## src/rtl/vga_timing_gen.sv

```systemverilog
// Parametrised VGA raster timing generator.
// Runs on the system clock and advances only on pix_en ticks. Pixel coordinates come straight
// from the counters; de/hsync/vsync are delayed PIPE_DELAY ticks to line up with framebuffer
// read data.
module vga_timing_gen #(
  parameter int unsigned H_ACTIVE   = 640,
  parameter int unsigned H_FP       = 16,
  parameter int unsigned H_SYNC     = 96,
  parameter int unsigned H_BP       = 48,
  parameter int unsigned V_ACTIVE   = 480,
  parameter int unsigned V_FP       = 10,
  parameter int unsigned V_SYNC     = 2,
  parameter int unsigned V_BP       = 33,
  parameter bit          HSYNC_POL  = 1'b0,
  parameter bit          VSYNC_POL  = 1'b0,
  parameter int unsigned PIPE_DELAY = 2,
  parameter int unsigned CW         = 12,
  parameter int unsigned FCW        = 8
) (
  input  logic           clk,
  input  logic           rst,
  input  logic           pix_en,
  output logic [CW-1:0]  x,
  output logic [CW-1:0]  y,
  output logic           de,
  output logic           hsync,
  output logic           vsync,
  output logic           line_start,
  output logic           frame_start,
  output logic [FCW-1:0] frame_cnt
);

  localparam int unsigned H_TOTAL = H_ACTIVE + H_FP + H_SYNC + H_BP;
  localparam int unsigned V_TOTAL = V_ACTIVE + V_FP + V_SYNC + V_BP;

  localparam logic [CW-1:0] HLast    = CW'(H_TOTAL - 1);
  localparam logic [CW-1:0] VLast    = CW'(V_TOTAL - 1);
  localparam logic [CW-1:0] HActive  = CW'(H_ACTIVE);
  localparam logic [CW-1:0] VActive  = CW'(V_ACTIVE);
  localparam logic [CW-1:0] HsStart  = CW'(H_ACTIVE + H_FP);
  localparam logic [CW-1:0] HsEnd    = CW'(H_ACTIVE + H_FP + H_SYNC);
  localparam logic [CW-1:0] VsStart  = CW'(V_ACTIVE + V_FP);
  localparam logic [CW-1:0] VsEnd    = CW'(V_ACTIVE + V_FP + V_SYNC);

  // {de, hsync, vsync} as held by every delay stage while in reset
  localparam logic [2:0] SyncIdle = {1'b0, ~HSYNC_POL, ~VSYNC_POL};

  // Reject illegal timing sets at elaboration
  if (H_ACTIVE < 1 || H_FP < 1 || H_SYNC < 1 || H_BP < 1 ||
      V_ACTIVE < 1 || V_FP < 1 || V_SYNC < 1 || V_BP < 1) begin : gen_bad_timing
    $error("vga_timing_gen: every timing value must be at least 1");
  end
  if (CW >= 32 || H_TOTAL >= (32'd1 << CW) || V_TOTAL >= (32'd1 << CW)) begin : gen_bad_cw
    $error("vga_timing_gen: H_TOTAL/V_TOTAL do not fit in CW bits");
  end
  if (PIPE_DELAY > 8) begin : gen_bad_delay
    $error("vga_timing_gen: PIPE_DELAY must be 0..8");
  end

  logic [CW-1:0]  h_q, h_d;
  logic [CW-1:0]  v_q, v_d;
  logic [FCW-1:0] fc_q, fc_d;
  logic [2:0]     sync_raw;

  // Raster counter next state: h wraps into v, v wraps into the frame counter
  always_comb begin
    h_d  = h_q;
    v_d  = v_q;
    fc_d = fc_q;
    if (pix_en) begin
      if (h_q == HLast) begin
        h_d = '0;
        if (v_q == VLast) begin
          v_d  = '0;
          fc_d = fc_q + 1'b1;
        end else begin
          v_d = v_q + 1'b1;
        end
      end else begin
        h_d = h_q + 1'b1;
      end
    end
  end

  // Raster counter registers
  always_ff @(posedge clk) begin
    if (rst) begin
      h_q  <= '0;
      v_q  <= '0;
      fc_q <= '0;
    end else begin
      h_q  <= h_d;
      v_q  <= v_d;
      fc_q <= fc_d;
    end
  end

  // Undelayed decode of the current counters; vsync is a whole-line decode
  always_comb begin
    sync_raw    = SyncIdle;
    sync_raw[2] = (h_q < HActive) && (v_q < VActive);
    sync_raw[1] = ((h_q >= HsStart) && (h_q < HsEnd)) ? HSYNC_POL : ~HSYNC_POL;
    sync_raw[0] = ((v_q >= VsStart) && (v_q < VsEnd)) ? VSYNC_POL : ~VSYNC_POL;
  end

  if (PIPE_DELAY == 0) begin : gen_no_pipe
    assign {de, hsync, vsync} = sync_raw;
  end else begin : gen_pipe
    logic [2:0] pipe_q [PIPE_DELAY];
    logic [2:0] pipe_d [PIPE_DELAY];

    // Shift the decode along one stage per pixel tick, hold otherwise
    always_comb begin
      pipe_d = pipe_q;
      if (pix_en) begin
        pipe_d[0] = sync_raw;
        for (int unsigned i = 1; i < PIPE_DELAY; i++) begin
          pipe_d[i] = pipe_q[i-1];
        end
      end
    end

    // Delay stages come out of reset showing inactive sync levels
    always_ff @(posedge clk) begin
      if (rst) begin
        for (int unsigned i = 0; i < PIPE_DELAY; i++) begin
          pipe_q[i] <= SyncIdle;
        end
      end else begin
        pipe_q <= pipe_d;
      end
    end

    assign {de, hsync, vsync} = pipe_q[PIPE_DELAY-1];
  end

  assign x           = h_q;
  assign y           = v_q;
  assign frame_cnt   = fc_q;
  assign line_start  = pix_en && (h_q == '0);
  assign frame_start = pix_en && (h_q == '0) && (v_q == '0);

endmodule

```

## config.mk

```make
export PLATFORM = sky130hd
export DESIGN_NAME = vga_timing_gen
export DESIGN_NICKNAME = d
export VERILOG_FILES = /design/src/rtl/vga_timing_gen.sv
export SDC_FILE = /design/constraint.sdc
export NUM_CORES = 1
export LEC_CHECK = 0
export ABC_AREA = 1
export BUFFER_PORTS_ARGS = -buffer_cell sky130_fd_sc_hd__buf_4
export CAP_MARGIN = 20
export CORE_MARGIN = 3
export CORE_UTILIZATION = 40
export DETAILED_ROUTE_END_ITERATION = 8
export PLACE_DENSITY_LB_ADDON = 0.08
export SYNTH_ARGS = -nofsm -noshare
export SYNTH_HDL_FRONTEND = slang
export SYNTH_SLANG_ARGS = --single-unit
```

## constraint.sdc

```tcl
create_clock -name clk -period 4.1 [get_ports clk]
set_input_delay 0.82 -clock clk [delete_from_list [all_inputs] [get_ports clk]]
set_output_delay 0.82 -clock clk [all_outputs]
set_load 0.03 [all_outputs]
```

==> flow_metrics.env <==
export IMPL_synth_compound_area_share_pct=8.03
export IMPL_fp_coreArea_sq_um=5140
export IMPL_p_leak_nw=1.16
export IMPL_ctsRootBufferMaster="clkbuf_8"
export IMPL_yosysTopAreaCell="dfxtp_1"
export IMPL_vias=2123
export IMPL_start_util_pct=41.8
export IMPL_regToRegEndpoint="x[8]$_SDFFE_PP0P_"
export IMPL_clkTransAtPathRegs_ns=0.08
export IMPL_ff2ff_path_depth=8
export IMPL_syn_to_final_growth_pct=21.2
export IMPL_first_global_vias=1986
export IMPL_fillCellCount=574
export IMPL_timing_final_max_slew_violations=0
export IMPL_crit_arrival_ns=1.62
export IMPL_cts_tree="yes"
export IMPL_synth_xor_area_share_pct=0.814
export IMPL_relSlewSlack_pct=70.2
export IMPL_gp_congestion=0.893
export IMPL_ys_seq_elements=38
export IMPL_hold_end="vsync$_SDFFE_PP1P_"
export IMPL_hp_start="vsync$_SDFFE_PP1P_"
export IMPL_rrSetupSlack_ns=2.41
export IMPL_dp_cells=432
export IMPL_drc=0
export IMPL_post_drt_wl_per_cell_um=12.1
export IMPL_setup_violations=0
export IMPL_synthFlopType="dfxtp_1"
export IMPL_crit_chain="inv_1, ha_1, nand2_1, nor2_1, nand2_1, nor4_1, buf_4"
export IMPL_antenna_left=0
export IMPL_cts_setup_buffers=0
export IMPL_overflow=0
export IMPL_muxShareOfSynthArea_pct=0
export IMPL_cts_buffer_depth=2
export IMPL_fin_crit_ns=2.44
export IMPL_htreeDepth=2
export IMPL_yosysSeqAreaShare_pct=35.4
export IMPL_antenna_cells=0
export IMPL_hold_buffers=0
export IMPL_drt_wl_total_um=5310
export IMPL_fmax_mhz=409
export IMPL_numCtsBuffers=5
export IMPL_yosysUniqueCellTypes=29
export IMPL_cts_sinks=38
export IMPL_p_int_w=0.000526
export IMPL_drt_pre_antenna_iters=4
export IMPL_pwr_share_clk_pct=39.1
export IMPL_synth_adder_area_share_pct=2.91
export IMPL_fp_dieArea_sq_um=6290
export IMPL_crit_path_max_incr_delay_ns=0.36
export IMPL_pwr_density_cell_nw_per_um2=270
export IMPL_cp_buffers_inverters=2
export IMPL_tightestPinTransition_ns=0.446
export IMPL_nets=377
export IMPL_hold_violations=0
export IMPL_die_x_um=79.3
export IMPL_portBuffers=39
export IMPL_synthArstFlopShare_pct=0
export IMPL_crit_required_ns=3.28
export IMPL_syn_num_nets=336
export IMPL_sw_frac_of_total_pct=25.3
export IMPL_grt_setup_unrepaired="false"
export IMPL_timing_setup_tns_ns=0
export IMPL_cts_resized=0
export IMPL_seq_power_share_pct=53.8
export IMPL_syn_area_per_cell_sq_um=6.56
export IMPL_grtUsageTotal_pct=18.4
export IMPL_drive_above_1_share_pct=18.6
export IMPL_clock_skew_ns=0.00539
export IMPL_hold_path_class="flop to flop"
export IMPL_cap_violations=0
export IMPL_grt_pass1_wl_um=9140
export IMPL_row_count=26
export IMPL_ys_warn_count=0
export IMPL_synth_edf_count=0
export IMPL_io_pins=40
export IMPL_yosys_top_cells_count="nand2_1 (81), nor2_1 (57), inv_1 (43), dfxtp_1 (38), nand3_1 (22)"
export IMPL_r2r_start="x[1]$_SDFFE_PP0P_"
export IMPL_path_common_cell="nand2_1"
export IMPL_ir_drop_uv=157
export IMPL_crit_type="flop to primary output"
export IMPL_cp_top_family="simple AND/OR/NAND/NOR gates"
export IMPL_status="finished, final reports clean"
export IMPL_fin_crit_sh_pct=59.6
export IMPL_antenna_found_initial=0
export IMPL_synth_area_top_cells="dfxtp_1 (35%), nand2_1 (14%), nor2_1 (9.9%)"
export IMPL_clk_latency_ns=0.29
export IMPL_synth_area_sq_um=2150
export IMPL_die_h_um=79.3
export IMPL_endpoint_kind="primary output"
export IMPL_power_frac_comb_pct=7.1
export IMPL_yosysMostFrequentCell="nand2_1"
export IMPL_cp_start_kind="flop"
export IMPL_synth_simple_area_share_pct=43.7
export IMPL_drt_vias_per_instance=4.83
export IMPL_synth_top_area_share_pct=35.4
export IMPL_hold_path_depth=2
export IMPL_switching_power_w=0.000178
export IMPL_grt_max_degree=15
export IMPL_stdcell_count=440
export IMPL_cpMaxStageDelayCell="dfxtp_1"
export IMPL_worstPathMaxFanout=5
export IMPL_synth_top_family_by_area="simple AND/OR/NAND/NOR gates"
export IMPL_drt_iter0_markers=127
export IMPL_dpl_hpwl_um=4040
export IMPL_syn_inst=328
[metrics by stage]
stage / area (sq um) / hold WS, ns / worst slack, ns / power (W) / util (%)
after global placement: 2510 / 0.454 / 1.71 / 0.000437 / 48.9
after floorplan: 2150 / 0.441 / 1.07 / 0.000420 / -
after global routing: 2610 / 0.505 / 1.49 / 0.000737 / 50.7
final: 2610 / 0.485 / 1.66 / 0.000704 / 50.7
after detailed placement: 2510 / 0.453 / 1.70 / 0.000438 / 48.9
after CTS: 2610 / 0.490 / 1.65 / 0.000715 / 50.7
[worst reg2reg max path, cell delays in order, from the launching register on]
cell and delay (ns):
dfxtp_1 0.38, ha_1 0.22, nand2_1 0.14, nor2_8 0.19
nand3_4 0.16, nand2_1 0.21, inv_1 0.13, o21ai_0 0.10
a21oi_1 0.06
[cells in the final DEF (no fill, tap or decap), types with 5 or more instances in the layout]
cell type / n
nand2_1: 81
nand3_1: 22
inv_1: 43
nor3_1: 9
nand4_1: 10
dfxtp_1: 38
a21oi_1: 12
nor2_1: 57
o21ai_0: 12
nand2_2: 5
clkbuf_8: 6
buf_4: 39
ha_1: 5
[cell type report]
| class | count | area (sq um) | area share [%] |
|---|---|---|---|
| Clock buffer | 6 | 82.6 | 3.17 |
| Clock inverter | 2 | 12.5 | 0.480 |
| Inverter | 47 | 176 | 6.77 |
| Multi-Input combinational cell | 238 | 1190 | 45.8 |
| Sequential cell | 38 | 761 | 29.2 |
| Tap cell | 70 | 87.6 | 3.36 |
| Timing Repair Buffer | 39 | 293 | 11.2 |
[power groups by stage]
stage | combinational [W] | sequential (W) | clock [W]
after floorplan | 0.0000266 | 0.000394 | 0
after global placement | 0.0000503 | 0.000387 | 0
after detailed placement | 0.0000506 | 0.000387 | 0
after CTS | 0.0000507 | 0.000378 | 0.000286
after global routing | 0.0000557 | 0.000379 | 0.000302
final | 0.0000499 | 0.000378 | 0.000275
[cells by family (layout without fill, tap and decap cells)]
group	Yosys count	after routing
compound gates	32	32
xor+xnor	2	2
fa+ha+maj	5	5
buf+inv	52	94
flops	38	38
simple gates	199	199
[flip-flops by register name, summed over array words and instances (netlist names)]
name and count:
y 12, hsync 1, x 12, de 1
frame_cnt 8, vsync 1, gen_pipe.pipe_q 3
[metal layers]
| layer | track usage [%] | part of all wire (%) | vias up |
|---|---|---|---|
| met1 | 23.9 | 50 | 949 |
| met4 | 5.84 | 1.7 | 0 |
| met5 | 0 | 0 | - |
| met3 | 4.20 | 4.4 | 9 |
| li1 | - | - | 1127 |
| met2 | 30.2 | 44 | 38 |
[worst max-delay path by stage]
| stage | start | to | slack (ns) | cells after the start |
|---|---|---|---|---|
| 6_report | y[0]$_SDFFE_PP0P_ | frame_start | 1.66 | 7 |
| 3_3_place_gp | pix_en | frame_start | 1.71 | 4 |
| 3_5_place_dp | pix_en | frame_start | 1.70 | 4 |
| 2_1_floorplan | pix_en | frame_start | 1.07 | 3 |
| 4_1_cts | y[0]$_SDFFE_PP0P_ | frame_start | 1.65 | 7 |
| 5_1_grt | y[0]$_SDFFE_PP0P_ | frame_start | 1.49 | 7 |
(Power assumes the default switching activity.)
